===== src/rtl/ball_engine_pkg.sv =====
// rtl/ball_engine_pkg.sv - shared bounce codes, FSM encodings and screen defaults
package ball_engine_pkg;

    localparam logic [1:0] BOUNCE_NONE   = 2'b00;
    localparam logic [1:0] BOUNCE_PADDLE = 2'b01;
    localparam logic [1:0] BOUNCE_WALL   = 2'b10;
    localparam logic [1:0] BOUNCE_SCORE  = 2'b11;

    localparam logic [0:0] ST_SERVE_WAIT = 1'b0;
    localparam logic [0:0] ST_MOVING     = 1'b1;

    localparam int DEF_SCREEN_X = 640;
    localparam int DEF_SCREEN_Y = 480;

    // Combine two event codes keeping the most important one: score > paddle > wall.
    function automatic logic [1:0] merge_bounce(input logic [1:0] a, input logic [1:0] b);
        if (a == BOUNCE_SCORE || b == BOUNCE_SCORE) return BOUNCE_SCORE;
        if (a == BOUNCE_PADDLE || b == BOUNCE_PADDLE) return BOUNCE_PADDLE;
        if (a == BOUNCE_WALL || b == BOUNCE_WALL) return BOUNCE_WALL;
        return BOUNCE_NONE;
    endfunction

endpackage


===== src/rtl/tick_divider.sv =====
// rtl/tick_divider.sv - free-running divider producing a one-cycle motion tick
module tick_divider #(
    parameter int TICK_DIV = 15
) (
    input  logic        clock,
    input  logic        reset,
    output logic        tick,
    output logic [15:0] count
);

    localparam logic [15:0] LAST = 16'(TICK_DIV - 1);

    logic [15:0] count_q;
    logic [15:0] count_d;

    always_comb begin
        count_d = count_q + 16'd1;
        if (count_q == LAST) count_d = '0;
    end

    always_ff @(posedge clock or posedge reset) begin
        if (reset) count_q <= '0;
        else       count_q <= count_d;
    end

    assign tick  = (count_q == LAST);
    assign count = count_q;

endmodule


===== src/rtl/ball_engine.sv =====
// rtl/ball_engine.sv - pong ball: serve timing, bounce handling, motion and pixel query
module ball_engine
    import ball_engine_pkg::*;
#(
    parameter int         SCREEN_X    = DEF_SCREEN_X,
    parameter int         SCREEN_Y    = DEF_SCREEN_Y,
    parameter int         WIDTH       = 6,
    parameter int         HEIGHT      = 6,
    parameter int         TICK_DIV    = 15,
    parameter int         SPEED_MAX   = 4,
    parameter int         SERVE_TICKS = 60,
    parameter logic [2:0] COLOR       = 3'b111
) (
    input  logic       clock,
    input  logic       reset,
    input  logic [9:0] row,
    input  logic [9:0] col,
    input  logic [1:0] bounce,
    output logic [2:0] rgb,
    output logic [9:0] pos_x,
    output logic [9:0] pos_y,
    output logic [7:0] size_x,
    output logic [7:0] size_y,
    output logic [2:0] speed,
    output logic       serving
);

    localparam logic [9:0]         CTR_X      = 10'((SCREEN_X - WIDTH) / 2);
    localparam logic [9:0]         CTR_Y      = 10'((SCREEN_Y - HEIGHT) / 2);
    localparam logic signed [10:0] LIM_X      = 11'(SCREEN_X - WIDTH);
    localparam logic signed [10:0] LIM_Y      = 11'(SCREEN_Y - HEIGHT);
    localparam logic [2:0]         SPD_MAX    = 3'(SPEED_MAX);
    localparam logic [15:0]        SERVE_LAST = 16'(SERVE_TICKS - 1);

    logic        tick;
    logic [15:0] div_count;
    logic        div_unused;

    tick_divider #(.TICK_DIV(TICK_DIV)) u_tick_divider (
        .clock (clock),
        .reset (reset),
        .tick  (tick),
        .count (div_count)
    );

    assign div_unused = ^div_count;

    logic [0:0]  state_q, state_d;
    logic [15:0] serve_q, serve_d;
    logic [1:0]  pend_q, pend_d;
    logic [9:0]  pos_x_q, pos_x_d;
    logic [9:0]  pos_y_q, pos_y_d;
    logic [2:0]  speed_q, speed_d;
    logic        dir_x_q, dir_x_d;
    logic        dir_y_q, dir_y_d;

    logic [1:0]         evt;
    logic [2:0]         spd;
    logic               dx, dy;
    logic signed [10:0] step, nx, ny;

    always_comb begin
        evt     = merge_bounce(pend_q, bounce);
        state_d = state_q;
        serve_d = serve_q;
        pend_d  = tick ? BOUNCE_NONE : evt;
        pos_x_d = pos_x_q;
        pos_y_d = pos_y_q;
        speed_d = speed_q;
        dir_x_d = dir_x_q;
        dir_y_d = dir_y_q;
        spd     = speed_q;
        dx      = dir_x_q;
        dy      = dir_y_q;
        step    = '0;
        nx      = '0;
        ny      = '0;
        if (tick) begin
            if (state_q == ST_SERVE_WAIT) begin
                // Any event seen while waiting to serve is dropped.
                if (serve_q == SERVE_LAST) begin
                    state_d = ST_MOVING;
                    serve_d = '0;
                end else begin
                    serve_d = serve_q + 16'd1;
                end
            end else if (evt == BOUNCE_SCORE) begin
                pos_x_d = CTR_X;
                pos_y_d = CTR_Y;
                speed_d = 3'd1;
                dir_x_d = ~dir_x_q;
                serve_d = '0;
                state_d = ST_SERVE_WAIT;
            end else begin
                if (evt == BOUNCE_PADDLE) begin
                    dx = ~dir_x_q;
                    if (speed_q < SPD_MAX) spd = speed_q + 3'd1;
                end
                if (evt == BOUNCE_WALL) dy = ~dir_y_q;
                step = $signed({8'd0, spd});
                nx   = dx ? $signed({1'b0, pos_x_q}) + step : $signed({1'b0, pos_x_q}) - step;
                ny   = dy ? $signed({1'b0, pos_y_q}) + step : $signed({1'b0, pos_y_q}) - step;
                // X is only clamped; goals beyond the edge are judged outside this block.
                if (nx < 11'sd0)       pos_x_d = '0;
                else if (nx > LIM_X)   pos_x_d = LIM_X[9:0];
                else                   pos_x_d = nx[9:0];
                if (ny < 11'sd0) begin
                    pos_y_d = '0;
                    dy      = ~dy;
                end else if (ny > LIM_Y) begin
                    pos_y_d = LIM_Y[9:0];
                    dy      = ~dy;
                end else begin
                    pos_y_d = ny[9:0];
                end
                speed_d = spd;
                dir_x_d = dx;
                dir_y_d = dy;
            end
        end
    end

    always_ff @(posedge clock or posedge reset) begin
        if (reset) begin
            state_q <= ST_SERVE_WAIT;
            serve_q <= '0;
            pend_q  <= BOUNCE_NONE;
            pos_x_q <= CTR_X;
            pos_y_q <= CTR_Y;
            speed_q <= 3'd1;
            dir_x_q <= 1'b1;
            dir_y_q <= 1'b1;
        end else begin
            state_q <= state_d;
            serve_q <= serve_d;
            pend_q  <= pend_d;
            pos_x_q <= pos_x_d;
            pos_y_q <= pos_y_d;
            speed_q <= speed_d;
            dir_x_q <= dir_x_d;
            dir_y_q <= dir_y_d;
        end
    end

    logic in_x, in_y;

    assign in_x = ({1'b0, col} >= {1'b0, pos_x_q}) && ({1'b0, col} < {1'b0, pos_x_q} + 11'(WIDTH));
    assign in_y = ({1'b0, row} >= {1'b0, pos_y_q}) && ({1'b0, row} < {1'b0, pos_y_q} + 11'(HEIGHT));

    assign rgb     = (in_x && in_y) ? COLOR : 3'b000;
    assign pos_x   = pos_x_q;
    assign pos_y   = pos_y_q;
    assign size_x  = 8'(WIDTH);
    assign size_y  = 8'(HEIGHT);
    assign speed   = speed_q;
    assign serving = (state_q == ST_SERVE_WAIT);

endmodule


===== config.mk =====
export PLATFORM = sky130hd
export DESIGN_NAME = ball_engine
export DESIGN_NICKNAME = d
export VERILOG_FILES = /design/src/rtl/ball_engine_pkg.sv /design/src/rtl/tick_divider.sv /design/src/rtl/ball_engine.sv
export SDC_FILE = /design/constraint.sdc
export NUM_CORES = 1
export LEC_CHECK = 0
export CAP_MARGIN = 20
export CELL_PAD_IN_SITES_DETAIL_PLACEMENT = 1
export CELL_PAD_IN_SITES_GLOBAL_PLACEMENT = 2
export CORE_MARGIN = 1.5
export CORE_UTILIZATION = 28
export DETAILED_ROUTE_END_ITERATION = 12
export PLACE_DENSITY_LB_ADDON = 0.1
export SLEW_MARGIN = 0
export SYNTH_ARGS = -nofsm -noshare
export SYNTH_HDL_FRONTEND = slang
export SYNTH_HIERARCHICAL = 1
export SYNTH_SLANG_ARGS = --single-unit
export TNS_END_PERCENT = 50

===== constraint.sdc =====
create_clock -name clock -period 4.4 [get_ports clock]
set_input_delay 0.66 -clock clock [delete_from_list [all_inputs] [get_ports clock]]
set_output_delay 0.66 -clock clock [all_outputs]
set_load 0.05 [all_outputs]

# Yosys cells after proc, flatten, opt, wreduce, memory -nomap -nowiden
# Index checks and enable logic that the tools add are counted.
[word_totals]
out_inout_bits = 43
reg_bits = 60
elab_cells = 99
[op_classes]
n_mux = 46
n_bitwise = 5
addsub = 9
n_eq_ne = 12
n_reduce_logical = 9
magnitude_cmp = 9
[ops]
columns = ["cell", "count"]
rows = [
  ["16-bit 2-to-1 mux", 4],
  ["10-bit 2-to-1 mux", 6],
  ["16-bit by 1-bit adder with 16-bit output, second input constant", 2],
  ["10-bit by 3-bit adder with 11-bit output", 2],
  ["10-bit by 3-bit adder with 11-bit output, second input constant", 2],
  ["10-bit by 11-bit < comparator with 1-bit output", 2],
  ["11-bit by 1-bit < comparator with 1-bit output, second input constant", 2],
  ["11-bit 2-to-1 mux", 2],
  ["10-bit by 3-bit subtractor with 11-bit output", 2],
  ["3-bit 2-to-1 mux", 7],
  ["10-bit greater-or-equal comparator", 2],
  ["1-bit 2-to-1 mux", 20],
  ["16-bit by 4-bit == test with 1-bit output, second input constant", 1],
  ["16-bit by 6-bit == test with 1-bit output, second input constant", 1],
  ["2-bit 2-to-1 mux", 7],
  ["2-bit == test, second input constant", 6],
  ["11-bit by 10-bit > comparator with 1-bit output, second input constant", 1],
  ["11-bit > comparator, second input constant", 1],
  ["2-bit by 1-bit == test with 1-bit output, second input constant", 3],
  ["1-bit NOT", 5],
  ["2-bit AND reduction", 2],
  ["3-bit by 1-bit adder with 3-bit output, second input constant", 1],
  ["1-bit logical AND", 3],
  ["1-bit logical OR", 3],
  ["3 further kinds", 3],
]

# Depth between registers and ports, before layout
[logic_depth]
depth_word = 20
depth_mapped = 19

# Cells and area by module
# Netlist, hierarchy kept.
[modules_own_cells]
columns = ["module", "area_each_um2", "cells_per_inst", "seq_area_each_um2", "instances"]
rows = [
  ["ball_engine", 5073.6, 603, 1119.8, 1],
  ["tick_divider", 758.2, 69, 400.4, 1],
]

# Worst setup path after synthesis
# OpenSTA, ideal clock, no wires.
[synth_path]
path_kind = "register to output"
from = "register pos_y_q[4] (netlist: pos_y[4])"
to = "output rgb[1]"
arrival_ns = 5.651
setup_slack_ns = -1.911
path_stages_with_launch = 13
cell_sequence = "dfrtp_1 > clkbuf_1 > clkinv_1 > nor3_1 > and3_1 > o21ai_0 > xnor2_1 > ha_1 > o21a_1 > o22ai_1 > a21oi_1 > a2111oi_0 > buf_4"
[synth_via]
elab_chain_len = 5
elab_cells_between_ends = 6
[synth_rtl]
columns = ["element", "line_no", "text"]
rows = [
  ["start: declaration", "ball_engine.sv:52", "logic [9:0] pos_y_q, pos_y_d;"],
  ["start signal: assignment", "ball_engine.sv:138", "pos_y_q <= pos_y_d;"],
  ["10-bit by 3-bit adder with 11-bit output", "ball_engine.sv:148", "assign in_y = ({1'b0, row} >= {1'b0, pos_y_q}) && ({1'b0, row} < {1'b0, pos_y_q} + 11'(HEIGHT));"],
  ["10-bit by 11-bit < comparator with 1-bit output", "ball_engine.sv:148", ""],
  ["1-bit logical AND (*)", "ball_engine.sv:148", ""],
  ["1-bit logical AND (*)", "ball_engine.sv:150", "assign rgb = (in_x && in_y) ? COLOR : 3'b000;"],
  ["3-bit 2-to-1 mux (*)", "ball_engine.sv:150", ""],
  ["end: declaration", "ball_engine.sv:19", "output logic [2:0] rgb,"],
]
# Mark *: on every way between the ends. The rest lies on a longest branch, timed or not.

# Final worst setup path
[layout_path]
from = "input bounce[1]"
to = "register dir_y_q"
[layout_via]
elab_chain_len = 18
elab_cells_between_ends = 38
[layout_rtl]
columns = ["element", "line_no", "text"]
rows = [
  ["start: declaration", "ball_engine.sv:18", "input logic [1:0] bounce,"],
  ["2-bit == test", "ball_engine_pkg.sv:19", "if (a == BOUNCE_WALL || b == BOUNCE_WALL) return BOUNCE_WALL;"],
  ["1-bit logical OR", "ball_engine_pkg.sv:19", ""],
  ["1-bit 2-to-1 mux (2 in a row)", "ball_engine_pkg.sv:19", ""],
  ["1-bit 2-to-1 mux", "ball_engine_pkg.sv:18", "if (a == BOUNCE_PADDLE || b == BOUNCE_PADDLE) return BOUNCE_PADDLE;"],
  ["2-bit 2-to-1 mux", "ball_engine_pkg.sv:20", "return BOUNCE_NONE;"],
  ["2-bit 2-to-1 mux", "ball_engine_pkg.sv:19", ""],
  ["2-bit 2-to-1 mux (*)", "ball_engine_pkg.sv:18", ""],
  ["2-bit by 1-bit == test with 1-bit output", "ball_engine.sv:95", "if (evt == BOUNCE_PADDLE) begin"],
  ["3-bit 2-to-1 mux", "ball_engine.sv:95", ""],
  ["3-bit 2-to-1 mux", "ball_engine.sv:87", "end else if (evt == BOUNCE_SCORE) begin"],
  ["3-bit 2-to-1 mux", "ball_engine.sv:79", "if (state_q == ST_SERVE_WAIT) begin"],
  ["3-bit 2-to-1 mux", "ball_engine.sv:78", "if (tick) begin"],
  ["10-bit by 3-bit subtractor with 11-bit output / 10-bit by 3-bit adder with 11-bit output (equally long branches)", "ball_engine.sv:102", "ny = dy ? $signed({1'b0, pos_y_q}) + step : $signed({1'b0, pos_y_q}) - step;"],
  ["11-bit 2-to-1 mux", "ball_engine.sv:102", ""],
  ["11-bit by 10-bit > comparator with 1-bit output", "ball_engine.sv:110", "end else if (ny > LIM_Y) begin"],
  ["1-bit 2-to-1 mux", "ball_engine.sv:110", ""],
  ["1-bit 2-to-1 mux", "ball_engine.sv:107", "if (ny < 11'sd0) begin"],
  ["end signal: assignment", "ball_engine.sv:141", "dir_y_q <= dir_y_d;"],
  ["end: declaration", "ball_engine.sv:55", "logic dir_y_q, dir_y_d;"],
]
# Mark *: on every way between the ends. The rest lies on a longest branch, timed or not. The select of a mux whose other input is x is not followed.
# A chain may end at the register's enable or synchronous reset.

==> impl_summary.md <==
Worst setup path
Along the worst path, the maximum fanout reaches 5. The critical path contains buffers and inverters numbering 5 combined. The worst setup path is of the input pin to flip-flop kind. For the worst setup path, the data required time is 4.65 ns. The highest-delay cell along the critical path is sky130_fd_sc_hd__ha_2. The signal on the critical path passes through clkdlybuf4s15_1 -> a22o_1 -> nor3_4 -> mux2i_2 -> ha_4 -> ha_4 -> nor2_2 -> a21oi_1 -> ha_2 -> o21a_1 -> a21oi_4 -> buf_4 -> a311oi_2 -> a211oi_1 -> a21boi_2 -> buf_4 -> a21oi_4 -> a32oi_4 -> buf_6 -> buf_4 -> a221oi_2 -> o2111ai_1. The cell family with the largest share of critical-path delay is compound AO/OA/AOI/OAI gates.

The arrival time at the worst endpoint is 4.47 ns. The launching element type of the critical path is an input pin. The worst setup path is captured at a flip-flop. Counting stages on the worst path, the most repeated cell is sky130_fd_sc_hd__buf_4. For this run, the slowest stage of the critical path takes 0.34 ns.

Final layout
In the layout the commonest cells are sky130_fd_sc_hd__buf_4, sky130_fd_sc_hd__ha_1, sky130_fd_sc_hd__nand2_1, sky130_fd_sc_hd__clkdlybuf4s50_1, sky130_fd_sc_hd__dfrtp_1. The count of filler cells inserted in the layout is between 2,000 and 2,500. The number of antenna repair diodes is 0. The number of nets in the finished design is 899.

The summed area of non-filler cells in the final layout is 0.00793 mm^2. The sequential cell area in the final layout is 0.00152 mm^2. The post-route netlist has 26.0% of its cells at a drive strength greater than 1.

The area growth from synthesis to layout is 35.9%. Leaving out filler cells and counting taps, the final layout contains 1,088. At the end of the flow the core is filled with cells to 38.9%. The library cell used most frequently in the layout, excluding fill and tap cells, is sky130_fd_sc_hd__buf_4. The multi-input combinational cells in the finished layout cover a total of between 0.004 and 0.005 mm^2.

Synthesis
The library cell with the largest summed area after synthesis is sky130_fd_sc_hd__dfrtp_1. The number of distinct standard cells referenced by the synthesized netlist is 92. The number of synthesized register bits is 60.

The fraction of synthesis flops using an asynchronous set or reset pin is 100%. The portion of the post-synthesis area used by sequential elements is 26.1%. The dominant register cell in the synthesized netlist is sky130_fd_sc_hd__dfrtp_1. The mean instance size in the synthesized netlist is 8.68 um^2. After synthesis, the cell types taking the most area are sky130_fd_sc_hd__dfrtp_1, sky130_fd_sc_hd__ha_1, sky130_fd_sc_hd__dfstp_2, sky130_fd_sc_hd__xnor2_1, sky130_fd_sc_hd__a21oi_1. During synthesis, Yosys emitted a total of 6 warnings. Synthesis handed over a netlist of 672 instances.

The synthesized design contains 0 enable-type register cells. The netlist area before placement is 0.00583 mm^2. The top cell type by area accounts for 19.3% of the synthesized area.

Route
The total number of vias is 5,571. Dividing the detail-routed wire length by the instance count gives 17.4 um. The average via count per standard cell is between 5 and 6. The aggregate routed wire length is 19,000 um. In this run the remaining antenna-violating nets after routing total 0. For this block, the initial DRC count from the detailed router was 162. The DRC violation count after routing is 0. The first TritonRoute pass finished after 4 iterations.

Power
The total power density per cell area is about 310 mW/mm^2. The worst-case IR drop observed on VDD is about 0.20 mV. In this run the static leakage power is 3.46 nW. Overall power consumption after layout is estimated at 2.42 mW.

Timing
The final-report max-slew violation count was 0. The maximum achievable frequency is 237 MHz. After layout, the worst path uses roughly 96% of the clock period. Headroom to the max-slew limit came out at roughly two fifths. The final hold slack is 0.486 ns. The clock tree skew after final layout is 0.00888 ns. The shortest period the worst path allows is around 4.2 ns.

The final setup violation count is 0. Setup repair after global routing left no endpoint under its margin. The number of hold-slack violations in the final timing report was 0.

At the pin with the least slew margin, the transition time is 0.922 ns.

Floorplan
The height of the die is 147 um. The core region is a little over 0.02 mm^2. The total I/O pin count is 67. The die covers 0.0217 mm^2. The initialized floorplan defines 52 standard-cell rows. The initial utilization of the core area, before any placement, comes to 28.6%. The floorplan step set the die width to roughly 150 um.

Global route
The via count of the first global-routing pass is 5,954. The number of antenna violations at the first check in global routing came to 0. The total overflow reported by the global router is 0. Entering global routing, the biggest net connects 45 pins. Across every metal layer, demand over resource in global routing totals 17.9%. The first-pass GRT wire length is 31,000 um.

Clock network
The number of buffers inserted during clock tree synthesis is 9. The post-CTS clock slew at the launch and capture registers of the worst setup and hold paths is 0.06 ns. The clock tree from TritonCTS is done. At the later pin of the worst-skew pair, clock insertion delay measures ~0.34 ns. Clock tree synthesis selected as its root buffer the cell sky130_fd_sc_hd__clkbuf_16. The H-tree generated during clock tree synthesis spans 3 levels. The maximum root-to-sink buffer count is 2. CTS saw 60 sinks.

Placed design
After detailed placement, the total cell area comes to 0.00724 mm^2. The count of port buffers added during placement is 50. The detailed placement HPWL is 14,900 um. At the end of routability-driven placement, the weighted congestion stood at ~0.86.

The number of cells in the design after placement is 1,060.

Run
The number of max-cap violations is 0.

Run status
The flow ran to the end, and the final reports show no timing, DRC or antenna violations.

Min path
The worst min-delay path category is flip-flop to flip-flop.
-- layout make-up --
| cell class | instances | share of cell area, % |
|---|---|---|
| clock buffers | 11 | 3.19 |
| clock inverters | 5 | 1.36 |
| inverters | 37 | 1.75 |
| multi-input cells | 546 | 53.1 |
| flip-flops and latches | 60 | 19.2 |
| well taps | 270 | 4.26 |
| repair buffers | 159 | 17.2 |
-- flip-flops by register name (all words and copies together), names as in the netlist --
register and flops:
serve_q 16, u_tick_divider/count 16, pos_x 10, pos_y 10, speed 3, pend_q 2, dir_x_q 1, dir_y_q 1
state_q 1
-- path summary, 6_finish.rpt --
| check | end | cells past startpoint | slack, ns | from |
|---|---|---|---|---|
| min in group asynchronous | speed[2] | 2 | 0.67 | reset |
| hold / removal | u_tick_divider/count[8] | 1 | 0.49 | u_tick_divider/count[8] |
| hold reg to reg | u_tick_divider/count[8] | 1 | 0.49 | u_tick_divider/count[8] |
| max in group asynchronous | pos_x[4] | 3 | 3.14 | reset |
| setup reg to reg | dir_y_q | 21 | 0.27 | pend_q[0] |
| setup / recovery | dir_y_q | 22 | 0.18 | bounce[1] |
-- cells in the mapped netlist, types with 4 or more instances --
cell type                  count
sky130_fd_sc_hd__a211oi_1      9
sky130_fd_sc_hd__nand2b_1     10
sky130_fd_sc_hd__and2_1        7
sky130_fd_sc_hd__clkinv_1      4
sky130_fd_sc_hd__o32ai_1       4
sky130_fd_sc_hd__a31oi_1      11
sky130_fd_sc_hd__inv_1        33
sky130_fd_sc_hd__nand2_1      49
sky130_fd_sc_hd__nand3_1      15
sky130_fd_sc_hd__dfrtp_1      45
sky130_fd_sc_hd__nor2_1       47
sky130_fd_sc_hd__and3_1        8
sky130_fd_sc_hd__or3_1        11
sky130_fd_sc_hd__xor2_1       16
sky130_fd_sc_hd__dfstp_2      15
sky130_fd_sc_hd__nor3b_1       5
sky130_fd_sc_hd__o21ai_0      37
sky130_fd_sc_hd__buf_2         4
sky130_fd_sc_hd__clkbuf_1     13
sky130_fd_sc_hd__nor3_1       22
sky130_fd_sc_hd__nor2b_1       7
sky130_fd_sc_hd__xnor2_1      34
sky130_fd_sc_hd__a21o_1       14
sky130_fd_sc_hd__buf_6         5
sky130_fd_sc_hd__and4_1        5
sky130_fd_sc_hd__a211o_1       4
sky130_fd_sc_hd__nand4_1       8
sky130_fd_sc_hd__nor2_2        6
sky130_fd_sc_hd__a22o_1        5
sky130_fd_sc_hd__buf_4        21
sky130_fd_sc_hd__ha_1         60
sky130_fd_sc_hd__nor4_1        8
sky130_fd_sc_hd__mux2i_1       4
sky130_fd_sc_hd__o21a_1        4
sky130_fd_sc_hd__a21oi_1      37
-- power breakdown --
part	switching [mW]	internal, mW	total (mW)
logic	0.509	0.467	0.977
registers	0.0196	0.569	0.588
clock network	0.273	0.586	0.859
total	0.802	1.62	2.42
-- worst register-to-register path, delay by kind of cell, from the launching register on --
family	cells	cell delay, ns
adder cells (fa/ha/maj)	3	0.75
buffers and inverters	4	0.58
AND/OR/NAND/NOR	2	0.26
flip-flops	1	0.40
multiplexers	1	0.32
AO/OA/AOI/OAI	11	1.71
-- logic make-up (layout without fill, tap and decap cells) --
logic type,after synthesis,after routing,share of synthesized area [%]
and+or+nand+nor,225,225,20.6
AOI/OAI and AO/OA,186,186,23.2
buffers and inverters,80,212,7.23
adders and majority gates,62,62,13.6
DFF,60,60,26.1
xor gates and xnor gates,52,52,8.28
muxes,5,5,0.923
other,2,16,0.129
-- per-layer routing --
layer	share of wire (%)	track usage (%)	wire [um]	vias up
met4	1.6	4.70	305	0
met1	49	24.0	9200	2763
met2	48	30.0	9050	68
met5	0	0	0	-
met3	2.1	2.61	399	21
li1	-	-	-	2719
-- per-stage QoR --
step | setup WS (ns) | setup TNS, ns
floorplan | 0.000474 | 0
global placement | -0.677 | -9.99
detailed placement | -0.743 | -11.24
CTS | 0.0129 | 0
global route | 0.0102 | 0
finish | 0.177 | 0
-- what timing repair did --
| action | 4_1_cts | 5_1_grt |
|---|---|---|
| setup endpoints to repair | 20 | 19 |
| gates resized for setup | 13 | 38 |
| pin swaps | 10 | 19 |
| cloned | 1 | 0 |
| setup buffers | 2 | 8 |
| hold buffers | 0 | 0 |
No activity file was read; power rests on OpenSTA's default activity.
